[config.mk]
export PLATFORM = sky130hd
export DESIGN_NAME = mc_controller
export DESIGN_NICKNAME = d
export VERILOG_FILES = /design/src/rtl/mc_controller.sv
export SDC_FILE = /design/constraint.sdc
export NUM_CORES = 1
export LEC_CHECK = 0
export BUFFER_PORTS_ARGS = -buffer_cell sky130_fd_sc_hd__clkbuf_2
export CORE_MARGIN = 1.5
export CORE_UTILIZATION = 51
export DETAILED_ROUTE_END_ITERATION = 8
export PLACE_DENSITY = 0.89
export SKIP_LAST_GASP = 1
export SYNTH_ARGS = -nofsm -noshare
export SYNTH_HDL_FRONTEND = slang
export SYNTH_SLANG_ARGS = --single-unit
[constraint.sdc]
create_clock -name clk -period 2.25 [get_ports clk]
set_input_delay 0.1125 -clock clk [delete_from_list [all_inputs] [get_ports clk]]
set_output_delay 0.1125 -clock clk [all_outputs]
set_load 0.02 [all_outputs]
[src/rtl/mc_controller.sv]
// mc_controller: Moore-FSM control unit for a multicycle RV32I subset core
//   (lw, sw, R-type, I-type ALU, beq, jal) with a shared ALU and shared memory.
// Latency: lw 5, sw/R/I/jal 4, beq 3 cycles; strobes are combinational from state.
// Backpressure: mem_ready=0 holds FETCH/MEMREAD/MEMWRITE one cycle per low cycle.
// Ports:
//   clk, reset           clock and synchronous active-high reset
//   op/funct3/funct7b5   instruction fields from IR
//   zero, mem_ready      ALU zero flag, memory access-complete handshake
//   pc_write..reg_write  datapath enables and mux selects
//   illegal              high while trapped on an undecodable opcode
//   instret, state_dbg   retired-instruction counter, current state
module mc_controller #(
  parameter int CNT_W = 32
) (
  input  logic             clk,
  input  logic             reset,
  input  logic [6:0]       op,
  input  logic [2:0]       funct3,
  input  logic             funct7b5,
  input  logic             zero,
  input  logic             mem_ready,
  output logic             pc_write,
  output logic             adr_src,
  output logic             mem_write,
  output logic             ir_write,
  output logic [1:0]       result_src,
  output logic [1:0]       alu_src_a,
  output logic [1:0]       alu_src_b,
  output logic [2:0]       alu_control,
  output logic [1:0]       imm_src,
  output logic             reg_write,
  output logic             illegal,
  output logic [CNT_W-1:0] instret,
  output logic [3:0]       state_dbg
);

  localparam logic [3:0] S_FETCH    = 4'd0;
  localparam logic [3:0] S_DECODE   = 4'd1;
  localparam logic [3:0] S_MEMADR   = 4'd2;
  localparam logic [3:0] S_MEMREAD  = 4'd3;
  localparam logic [3:0] S_MEMWB    = 4'd4;
  localparam logic [3:0] S_MEMWRITE = 4'd5;
  localparam logic [3:0] S_EXECR    = 4'd6;
  localparam logic [3:0] S_EXECI    = 4'd7;
  localparam logic [3:0] S_ALUWB    = 4'd8;
  localparam logic [3:0] S_BEQ      = 4'd9;
  localparam logic [3:0] S_JAL      = 4'd10;
  localparam logic [3:0] S_TRAP     = 4'd11;

  logic [3:0]       r_state;
  logic [3:0]       w_next;
  logic [CNT_W-1:0] r_instret;
  logic             w_retire;

  logic       w_pc_update, w_branch, w_adr_src, w_mem_write, w_ir_write;
  logic       w_reg_write, w_illegal;
  logic [1:0] w_alu_op, w_result_src, w_alu_src_a, w_alu_src_b;

  // State register
  always_ff @(posedge clk) begin
    if (reset) r_state <= S_FETCH;
    else       r_state <= w_next;
  end

  // Next-state logic
  always_comb begin
    w_next = r_state;
    case (r_state)
      S_FETCH:    if (mem_ready) w_next = S_DECODE;
      S_DECODE: begin
        case (op)
          7'b0000011, 7'b0100011: w_next = S_MEMADR;
          7'b0110011:             w_next = S_EXECR;
          7'b0010011:             w_next = S_EXECI;
          7'b1100011:             w_next = S_BEQ;
          7'b1101111:             w_next = S_JAL;
          default:                w_next = S_TRAP;
        endcase
      end
      S_MEMADR:   w_next = op[5] ? S_MEMWRITE : S_MEMREAD;
      S_MEMREAD:  if (mem_ready) w_next = S_MEMWB;
      S_MEMWB:    w_next = S_FETCH;
      S_MEMWRITE: if (mem_ready) w_next = S_FETCH;
      S_EXECR:    w_next = S_ALUWB;
      S_EXECI:    w_next = S_ALUWB;
      S_ALUWB:    w_next = S_FETCH;
      S_BEQ:      w_next = S_FETCH;
      S_JAL:      w_next = S_ALUWB;
      S_TRAP:     w_next = S_TRAP;
      default:    w_next = S_TRAP;
    endcase
  end

  // Moore output decode; FETCH gates its strobes with mem_ready so a stalled
  // fetch neither loads IR nor advances PC.
  always_comb begin
    w_pc_update  = 1'b0;
    w_branch     = 1'b0;
    w_alu_op     = 2'b00;
    w_adr_src    = 1'b0;
    w_mem_write  = 1'b0;
    w_ir_write   = 1'b0;
    w_reg_write  = 1'b0;
    w_illegal    = 1'b0;
    w_result_src = 2'b00;
    w_alu_src_a  = 2'b00;
    w_alu_src_b  = 2'b00;
    case (r_state)
      S_FETCH: begin
        w_alu_src_b  = 2'b10;
        w_result_src = 2'b10;
        w_ir_write   = mem_ready;
        w_pc_update  = mem_ready;
      end
      S_DECODE: begin
        w_alu_src_a = 2'b01;
        w_alu_src_b = 2'b01;
      end
      S_MEMADR: begin
        w_alu_src_a = 2'b10;
        w_alu_src_b = 2'b01;
      end
      S_MEMREAD:  w_adr_src = 1'b1;
      S_MEMWB: begin
        w_result_src = 2'b01;
        w_reg_write  = 1'b1;
      end
      S_MEMWRITE: begin
        w_adr_src   = 1'b1;
        w_mem_write = 1'b1;
      end
      S_EXECR: begin
        w_alu_src_a = 2'b10;
        w_alu_op    = 2'b10;
      end
      S_EXECI: begin
        w_alu_src_a = 2'b10;
        w_alu_src_b = 2'b01;
        w_alu_op    = 2'b10;
      end
      S_ALUWB:    w_reg_write = 1'b1;
      S_BEQ: begin
        w_alu_src_a = 2'b10;
        w_alu_op    = 2'b01;
        w_branch    = 1'b1;
      end
      S_JAL: begin
        w_alu_src_a = 2'b01;
        w_alu_src_b = 2'b10;
        w_pc_update = 1'b1;
      end
      S_TRAP:     w_illegal = 1'b1;
      default:    ;
    endcase
  end

  // ALU decoder; funct3=000 is sub only for R-type (op[5]) with funct7b5,
  // so addi with IR[30] set still adds.
  always_comb begin
    alu_control = 3'b000;
    case (w_alu_op)
      2'b01: alu_control = 3'b001;
      2'b10: begin
        case (funct3)
          3'b000:  alu_control = (funct7b5 & op[5]) ? 3'b001 : 3'b000;
          3'b010:  alu_control = 3'b101;
          3'b110:  alu_control = 3'b011;
          3'b111:  alu_control = 3'b010;
          default: alu_control = 3'b000;
        endcase
      end
      default: alu_control = 3'b000;
    endcase
  end

  always_comb begin
    case (op)
      7'b0100011: imm_src = 2'b01;
      7'b1100011: imm_src = 2'b10;
      7'b1101111: imm_src = 2'b11;
      default:    imm_src = 2'b00;
    endcase
  end

  // An instruction retires on its final transition back to FETCH.
  assign w_retire = (w_next == S_FETCH) &&
                    ((r_state == S_MEMWB) || (r_state == S_MEMWRITE) ||
                     (r_state == S_ALUWB) || (r_state == S_BEQ));

  always_ff @(posedge clk) begin
    if (reset)         r_instret <= '0;
    else if (w_retire) r_instret <= r_instret + CNT_W'(1);
  end

  // Architectural strobes are suppressed while reset is asserted.
  assign pc_write   = ~reset & (w_pc_update | (w_branch & zero));
  assign ir_write   = ~reset & w_ir_write;
  assign mem_write  = ~reset & w_mem_write;
  assign reg_write  = ~reset & w_reg_write;
  assign illegal    = ~reset & w_illegal;
  assign adr_src    = w_adr_src;
  assign result_src = w_result_src;
  assign alu_src_a  = w_alu_src_a;
  assign alu_src_b  = w_alu_src_b;
  assign instret    = r_instret;
  assign state_dbg  = r_state;

endmodule

==> impl_results.rst, run 1 <==
.. list-table::
   :header-rows: 1

   * - Metric
     - Value
   * - Result of the run
     - complete, no violations
   * - Finished Layout Cells
     - 392
   * - Pin count of the biggest net entering global routing
     - 40
   * - Sum of overflow across all layers after global routing
     - 0
   * - Fmax
     - 475.4 MHz
   * - Per-cell routed wire length
     - 13.78 microns
   * - Crit path depth
     - 6
   * - First-iteration detailed-routing DRC count
     - around 180
   * - Number of buffers and inverters on the critical path
     - 1
   * - Critical Path Sink Type
     - output pin
   * - Slew at the pin closest to its max-slew limit
     - 0.4291 ns
   * - Number of routed nets with antenna violations
     - 0
   * - Cell count after synthesis
     - 273
   * - Number of antenna violations at the first check in global routing
     - 0
   * - CTS root buf
     - clkbuf_8
   * - Final layout net count
     - 359
   * - PD cells
     - approximately 750 nW/um^2
   * - Worst vdd rail ir drop
     - 464.5 uV
   * - Endpoints failing hold
     - 0
   * - Maximum buffer depth of the clock tree
     - 2
   * - CP max FO
     - 15
   * - Net count after synthesis
     - 291
   * - RSZ-0062 raised after global routing
     - false
   * - Number of sinks driven by the clock tree
     - 36
   * - Area of the die
     - 4547 sq um
   * - Master of the slowest instance on the critical path
     - dfxtp_2
   * - Met2 Usage GRT
     - 41.46%
   * - Worst clock skew on the final layout
     - 0.01007 ns
   * - Clock tree from TritonCTS
     - yes
   * - Proportion of power drawn by combinational gates
     - 37.8%
   * - Slowest cell delay on critical path
     - 0.49 ns
   * - Clock Latency Late Sink
     - 0.30 ns
   * - Met3 track utilization from global routing
     - 7.333%
   * - Placer's final routability congestion estimate
     - 0.8241
   * - Setup TNS Final
     - 0 ns
   * - Number of placement rows
     - 23
   * - Number of pins with negative max-slew slack in the final report
     - 0
   * - Routed via count divided by cell count
     - 5.814
   * - Share of flip-flops with an asynchronous set or reset after synthesis
     - 0%
   * - Startpoint types
     - flip-flop
   * - Cell class contributing the biggest share of worst-path delay
     - simple AND/OR/NAND/NOR gates
   * - Combined area of all synthesized cells
     - around 2100 sq um
   * - Crit share post-route
     - a little over 90%
   * - Final HPWL from detailed placement
     - 3897 microns
   * - Number of synthesized register bits
     - 36
   * - Distinct cell type count after synthesis
     - 45
   * - Number of ports placed on the die boundary
     - 68
   * - H-tree depth
     - 2
   * - Max-capacitance violation count
     - 0
   * - Final worst path period need
     - roughly 2.1 ns
   * - Number of port buffers
     - 67
   * - Arrival time worst endpoint
     - between 1.5 and 2 ns
   * - Area of the core region
     - 4000 sq um
   * - Cell total after placement
     - 384
   * - Sequential share of the synthesized area
     - 34.04%
   * - Residual DRC
     - 0
   * - Number of iterations in the first detailed-routing pass
     - 4
   * - EDFF count, synth
     - 0
   * - Number of cells traversed by the worst hold path
     - 4
   * - Met1 Use GR
     - roughly a third
   * - Via count of the first global-routing pass
     - 1981
   * - Int Power
     - between 1 and 1.5 mW
   * - WP data required
     - 2.14 ns
   * - Number of hold-repair buffers added at the cts stage
     - 0
   * - Critical path cell sequence
     - nor2b_2 -> nand3_1 -> ha_1 -> nand4bb_1 -> nor2_1 -> clkbuf_2
   * - Endpoints failing setup
     - 0
   * - Synth Warn #
     - 0
   * - Total global-route track usage
     - approximately 25%
   * - Core utilization of the finished layout
     - 65.22%
   * - Vertical die dimension
     - ~67 microns
   * - Area growth from synthesis to layout
     - 23.23%
   * - Number of buffers added by the clock tree synthesis step
     - 5
   * - Mapped Avg Cell Area
     - 7.755 sq um
   * - Path category of the worst min-delay check
     - in2reg
   * - Crit Path Category
     - reg2out
   * - R2R depth
     - 5
   * - Die X-Extent
     - roughly 67 microns
   * - Share of layout cells above drive strength 1
     - 27.19%
   * - Antenna Diode Count
     - 0
   * - Register clock-pin slew on the reported worst setup and hold paths
     - 0.07 ns
   * - Initial core utilization
     - 52.92%
   * - Leakage
     - 1.080 nW
   * - # fillers
     - about 340
   * - Wire length of the first global-routing pass
     - 8811 microns
   * - GR peak layer
     - met2
   * - Switching power
     - 780.3 uW
   * - Clock power frac
     - 24.8%
   * - Switching power share of the total
     - 39.87%
   * - Worst slew margin relative to its limit
     - a little under three quarters
   * - Total routed wirelength
     - 5400 microns
   * - Vias
     - 2279
   * - Most frequently used flop master after synthesis
     - dfxtp_1
   * - Sequential fraction of design power
     - 37.5%
## through the flow
step / instance area [sq um] / hold slack, ns / setup WS, ns / power, mW
6_report: 2609 / 0.1793 / 0.1466 / 1.957
2_1_floorplan: 2117 / 0.3042 / 0.2193 / 1.241
3_3_place_gp: 2511 / 0.4754 / 0.2940 / 1.448
4_1_cts: 2605 / 0.1751 / 0.08384 / 1.947
5_1_grt: 2609 / 0.2075 / 0.01471 / 2.060
3_5_place_dp: 2511 / 0.4866 / 0.2402 / 1.469
## layout make-up
cell class | instances | area [sq um] | area share (%)
clock buffers | 6 | 82.58 | 3.165
clock inverters | 2 | 10.01 | 0.3837
inverters | 10 | 37.54 | 1.439
multi-input cells | 214 | 1305 | 50.02
flip-flops and latches | 36 | 723.2 | 27.72
well taps | 50 | 62.56 | 2.398
repair buffers | 74 | 387.9 | 14.87
## power by group through the flow
stage | sequential (mW) | clock [mW] | combinational, mW
after floorplan | 0.757 | 0 | 0.484
final | 0.733 | 0.485 | 0.739
after global routing | 0.743 | 0.511 | 0.806
after CTS | 0.729 | 0.488 | 0.730
after detailed placement | 0.742 | 0 | 0.727
after global placement | 0.738 | 0 | 0.710
## state kept, by name, summed over array words and instances, names as in the netlist
name,flops
instret,32
state_dbg,4
## path summary, 6_finish.rpt
| path | from | endpoint | slack, ns |
|---|---|---|---|
| max | state_dbg[0] | alu_control[2] | 0.15 |
| min | op[4] | state_dbg[2] | 0.18 |
| max reg2reg | instret[7] | instret[31] | 0.26 |
| min reg2reg | instret[31] | instret[31] | 0.50 |
## worst reg2reg max path: cells and delay by family (launching register included)
| kind | cells | cell delay (ns) |
|---|---|---|
| and+or+nand+nor | 4 | 1.34 |
| DFF | 1 | 0.45 |
| AOI/OAI and AO/OA | 1 | 0.14 |
## placed cells by master, fill, tap and decap left out, types with 4 or more instances in the layout
cell type	n
clkbuf_2	67
nor2_1	39
dfxtp_1	34
nand2_1	17
a21oi_1	17
nand4_1	15
nand3_1	14
xor2_1	13
o21ai_0	12
nor3_1	11
xnor2_1	10
or3_1	10
inv_1	9
buf_4	7
nor4_1	6
and3_1	6
clkbuf_8	6
nor2b_1	4
## cell usage after synthesis (2+ instances only)
master	instances	area share, %
nor2_1	39	6.9
inv_1	9	1.6
nor4_4	2	2.0
o21a_1	2	0.71
nand2b_1	2	0.59
or3_1	10	3.0
dfxtp_1	36	34
xor2_1	13	5.4
a211oi_1	2	0.71
a21oi_1	17	4.0
nor3_1	11	2.6
ha_1	3	1.8
a31oi_1	3	0.89
or4_1	2	0.71
nand4_1	15	4.4
and4_1	2	0.83
nor4_1	6	1.8
o21ai_0	12	2.8
clkbuf_1	11	2.0
xnor2_1	10	4.1
nor2b_1	5	1.5
nand3_1	14	3.3
nand2_1	17	3.0
and3_1	6	1.8
nand3_2	2	0.95
nand4bb_1	2	1.1
nand4b_1	2	0.83
## timing repair
item                                    in CTS  in global routing
endpoints found under the setup margin       2                  1
setup buffers                                0                  0
gates resized for setup                      1                  2
gates cloned                                 0                  0
## cell families (layout without fill, tap and decap cells)
kind of cell / after synthesis / count (layout) / share of synthesized area, %
AO/OA/AOI/OAI: 45 / 45 / 12.77
XOR/XNOR: 23 / 23 / 9.515
adder cells (fa/ha/maj): 3 / 3 / 1.773
buffers and inverters: 23 / 92 / 4.432
flip-flops: 36 / 36 / 34.04
multiplexers: 1 / 1 / 0.4728
AND/OR/NAND/NOR: 142 / 142 / 37.00
## layer usage
layer | part of all wire, % | up-vias
met4 | 1.7 | 0
li1 | - | 1124
met1 | 45 | 1058
met2 | 48 | 83
met5 | 0 | -
met3 | 5.4 | 14
(Power assumes the default switching activity.)
==> run 2: changes to the inputs <==
Settings changed: SETUP_SLACK_MARGIN from default to 0.4.
==> run 2 against run 1 <==
Final area rose by 9.0%. Power rose by 7.8%. Sequential cell count did not move. Largest power group unchanged.
==> impl_results.rst, run 2 (synthesized netlist as in run 1, its figures left out) <==
.. list-table::
   :header-rows: 1

   * - Metric
     - Value
   * - Clock tree from TritonCTS
     - yes (unchanged)
   * - Min Hold Slack
     - 0.1124 ns (was 0.1793 ns)
   * - First-iteration detailed-routing DRC count
     - 177 (was 176)
   * - Proportion of power drawn by combinational gates
     - 43.2% (was 37.8%)
   * - Commonest non-fill, non-tap cell in the layout
     - clkbuf_2 (unchanged)
   * - Least setup slack across all paths after layout
     - 0.4171 ns (was 0.1466 ns)
   * - Routed met1 length
     - 2484 microns (was 2419 microns)
   * - Vias
     - 2350 (was 2279)
   * - Switching power
     - 827.5 uW (was 780.3 uW)
   * - Crit share post-route
     - 81.46% (was 93.48%)
   * - Uppermost routed layer
     - met4 (unchanged)
   * - Register clock-pin slew on the reported worst setup and hold paths
     - 0.07 ns (about the same)
   * - Core utilization of the finished layout
     - 71.10% (was 65.22%)
   * - Slowest cell delay on critical path
     - 0.39 ns (was 0.49 ns)
   * - R2R depth
     - 5 (unchanged)
   * - PD cells
     - 741.6 nW/um^2 (was 750.2 nW/um^2)
   * - Critical Path Most Common Cell
     - buf_4
   * - Sum of overflow across all layers after global routing
     - 0 (unchanged)
   * - Number of sinks driven by the clock tree
     - 36 (unchanged)
   * - Area of the die
     - 4547 sq um (unchanged)
   * - Cell total after placement
     - 385 (was 384)
   * - Capture point of the worst path
     - pc_write (was alu_control[2])
   * - Final worst path period need
     - 1.833 ns (was 2.103 ns)
   * - Worst clock skew on the final layout
     - 0.01079 ns (was 0.01007 ns)
   * - Final HPWL from detailed placement
     - 3771 microns (was 3897 microns)
   * - Result of the run
     - complete, no violations (unchanged)
   * - Number of buffers added by the clock tree synthesis step
     - 5 (unchanged)
   * - Total global-route track usage
     - 24.93% (was 25.19%)
   * - Crit Path Category
     - reg2out (unchanged)
   * - Leakage
     - 1.179 nW (was 1.080 nW)
   * - Residual DRC
     - 0 (unchanged)
   * - Number of routed nets with antenna violations
     - 0 (unchanged)
   * - Highest-count cells in the layout ignoring fill and taps
     - 66 x clkbuf_2, 38 x nor2_1, 22 x buf_4 (was 67 x clkbuf_2, 39 x nor2_1, 34 x dfxtp_1)
   * - Pin count of the biggest net entering global routing
     - 34 (was 40)
   * - Total routed wirelength
     - 5732 microns (was 5400 microns)
   * - Critical Path Start
     - state_dbg[1] (was state_dbg[0])
   * - Total Power Consumption
     - 2.109 mW (was 1.957 mW)
   * - Maximum buffer depth of the clock tree
     - 2 (unchanged)
   * - RSZ-0062 raised after global routing
     - true (was false)
   * - Initial core utilization
     - 52.92% (unchanged)
   * - Pre-CTS worst setup slack
     - 0.2541 ns (was 0.2402 ns)
   * - CTS root buf
     - clkbuf_8 (unchanged)
   * - Die X-Extent
     - 67.43 microns (unchanged)
   * - Endpoints failing setup
     - 0 (unchanged)
   * - Area growth from synthesis to layout
     - 34.34% (was 23.23%)
   * - Endpoints failing hold
     - 0 (unchanged)
   * - # fillers
     - 284 (was 339)
   * - Area of the core region
     - 4000 sq um (unchanged)
   * - Fmax
     - 545.6 MHz (was 475.4 MHz)
   * - Number of cells traversed by the worst hold path
     - 2 (was 4)
   * - Slack of the worst reg-to-reg path
     - 0.44 ns (was 0.26 ns)
   * - Setup TNS Final
     - 0 ns (unchanged)
   * - Wire length of the first global-routing pass
     - 8666 microns (was 8811 microns)
   * - H-tree depth
     - 2 (unchanged)
   * - Placer's final routability congestion estimate
     - 0.8951 (was 0.8241)
   * - Routed via count divided by cell count
     - 5.760 (was 5.814)
   * - Destination of the worst register-to-register timing path
     - instret[29] (was instret[31])
   * - Switching power share of the total
     - 39.23% (was 39.87%)
   * - Number of antenna violations at the first check in global routing
     - 0 (unchanged)
   * - Critical path cell sequence
     - buf_4 -> buf_4 -> nor3_1 -> and3_1 -> or2_2 -> clkbuf_2 (was nor2b_2 -> nand3_1 -> ha_1 -> nand4bb_1 -> nor2_1 -> clkbuf_2)
   * - Max reg flops
     - 32 (unchanged)
   * - Master of the slowest instance on the critical path
     - dfxtp_4 (was dfxtp_2)
   * - Startpoint types
     - flip-flop (unchanged)
   * - Slew at the pin closest to its max-slew limit
     - 0.3562 ns (was 0.4291 ns)
   * - Worst slew margin relative to its limit
     - 76.25% (was 71.13%)
   * - Clock Latency Late Sink
     - 0.29 ns (was 0.30 ns)
   * - Final layout net count
     - 375 (was 359)
   * - Finished Layout Cells
     - 408 (was 392)
   * - Reg2Reg Launch Point
     - instret[18] (was instret[7])
   * - Cell Area, Placed
     - 2522 sq um (was 2511 sq um)
   * - Number of placement rows
     - 23 (unchanged)
   * - Met2 wire length
     - 2786 microns (was 2596 microns)
   * - Number of pins with negative max-slew slack in the final report
     - 0 (unchanged)
   * - Critical Path Sink Type
     - output pin (unchanged)
   * - Per-cell routed wire length
     - 14.05 microns (was 13.78 microns)
   * - Antenna Diode Count
     - 0 (unchanged)
   * - Share of layout cells above drive strength 1
     - 36.87% (was 27.19%)
   * - Clock power frac
     - 22.8% (was 24.8%)
   * - Vertical die dimension
     - 67.43 microns (unchanged)
   * - Cell area after layout
     - 2844 sq um (was 2609 sq um)
   * - Via count of the first global-routing pass
     - 1937 (was 1981)
   * - Path category of the worst min-delay check
     - in2reg (unchanged)
   * - Metal3 WL
     - 397 microns (was 290 microns)
   * - Number of port buffers
     - 67 (unchanged)
   * - Worst vdd rail ir drop
     - 638.0 uV (was 464.5 uV)
   * - Max-capacitance violation count
     - 0 (unchanged)
   * - WP data required
     - 2.14 ns (about the same)
   * - Number of ports placed on the die boundary
     - 68 (unchanged)
   * - Number of iterations in the first detailed-routing pass
     - 5 (was 4)
   * - Arrival time worst endpoint
     - 1.72 ns (was 1.99 ns)
   * - Int Power
     - 1.282 mW (was 1.177 mW)
   * - CP max FO
     - 10 (was 15)
   * - Sequential fraction of design power
     - 34.0% (was 37.5%)
## run 2: how the worst min path moves through the flow
stage / from / end / slack (ns)
2_1_floorplan: funct3[2] / alu_control[2] / 0.27
3_3_place_gp: reset / instret[1] / 0.40
3_5_place_dp: reset / state_dbg[2] / 0.40
4_1_cts: reset / instret[1] / 0.09
5_1_grt: reset / instret[1] / 0.11
6_report: reset / instret[1] / 0.11
## run 2: final cells by class
class	instances	area [sq um]	share of cell area (%)
multi-input combinational	214	1388	48.79
sequential	36	744.5	26.18
timing repair buffer	90	514.2	18.08
clock buffer	7	86.33	3.036
tap	50	62.56	2.200
inverter	10	41.29	1.452
clock inverter	1	7.507	0.2640
## run 2: timing repair
item                       4_1_cts  5_1_grt
hold buffers                     0        0
cloned                           0        0
buffers inserted                 5       10
pin swaps                        2        6
setup endpoints to repair        7        9
resized for setup               12       21
## run 2: per-layer routing
metal  global-route usage [%]  vias up
li1                         -     1153
met1                    32.27     1075
met2                    41.34      115
met3                    5.500        7
met4                    7.653        0
met5                        0        -
## run 2: power groups by stage
| stage | Combinational (mW) | Sequential [mW] | Clock (mW) |
|---|---|---|---|
| after floorplan | 0.486 | 0.758 | 0 |
| after global placement | 0.714 | 0.738 | 0 |
| after detailed placement | 0.723 | 0.739 | 0 |
| after CTS | 0.808 | 0.710 | 0.490 |
| after global routing | 0.983 | 0.718 | 0.516 |
| final | 0.911 | 0.716 | 0.482 |
## run 2: critical path: cells and delay by family, from the launching register on
family / cells / cell delay (ns)
DFF: 1 / 0.39
buffers and inverters: 3 / 0.45
and+or+nand+nor: 3 / 0.59
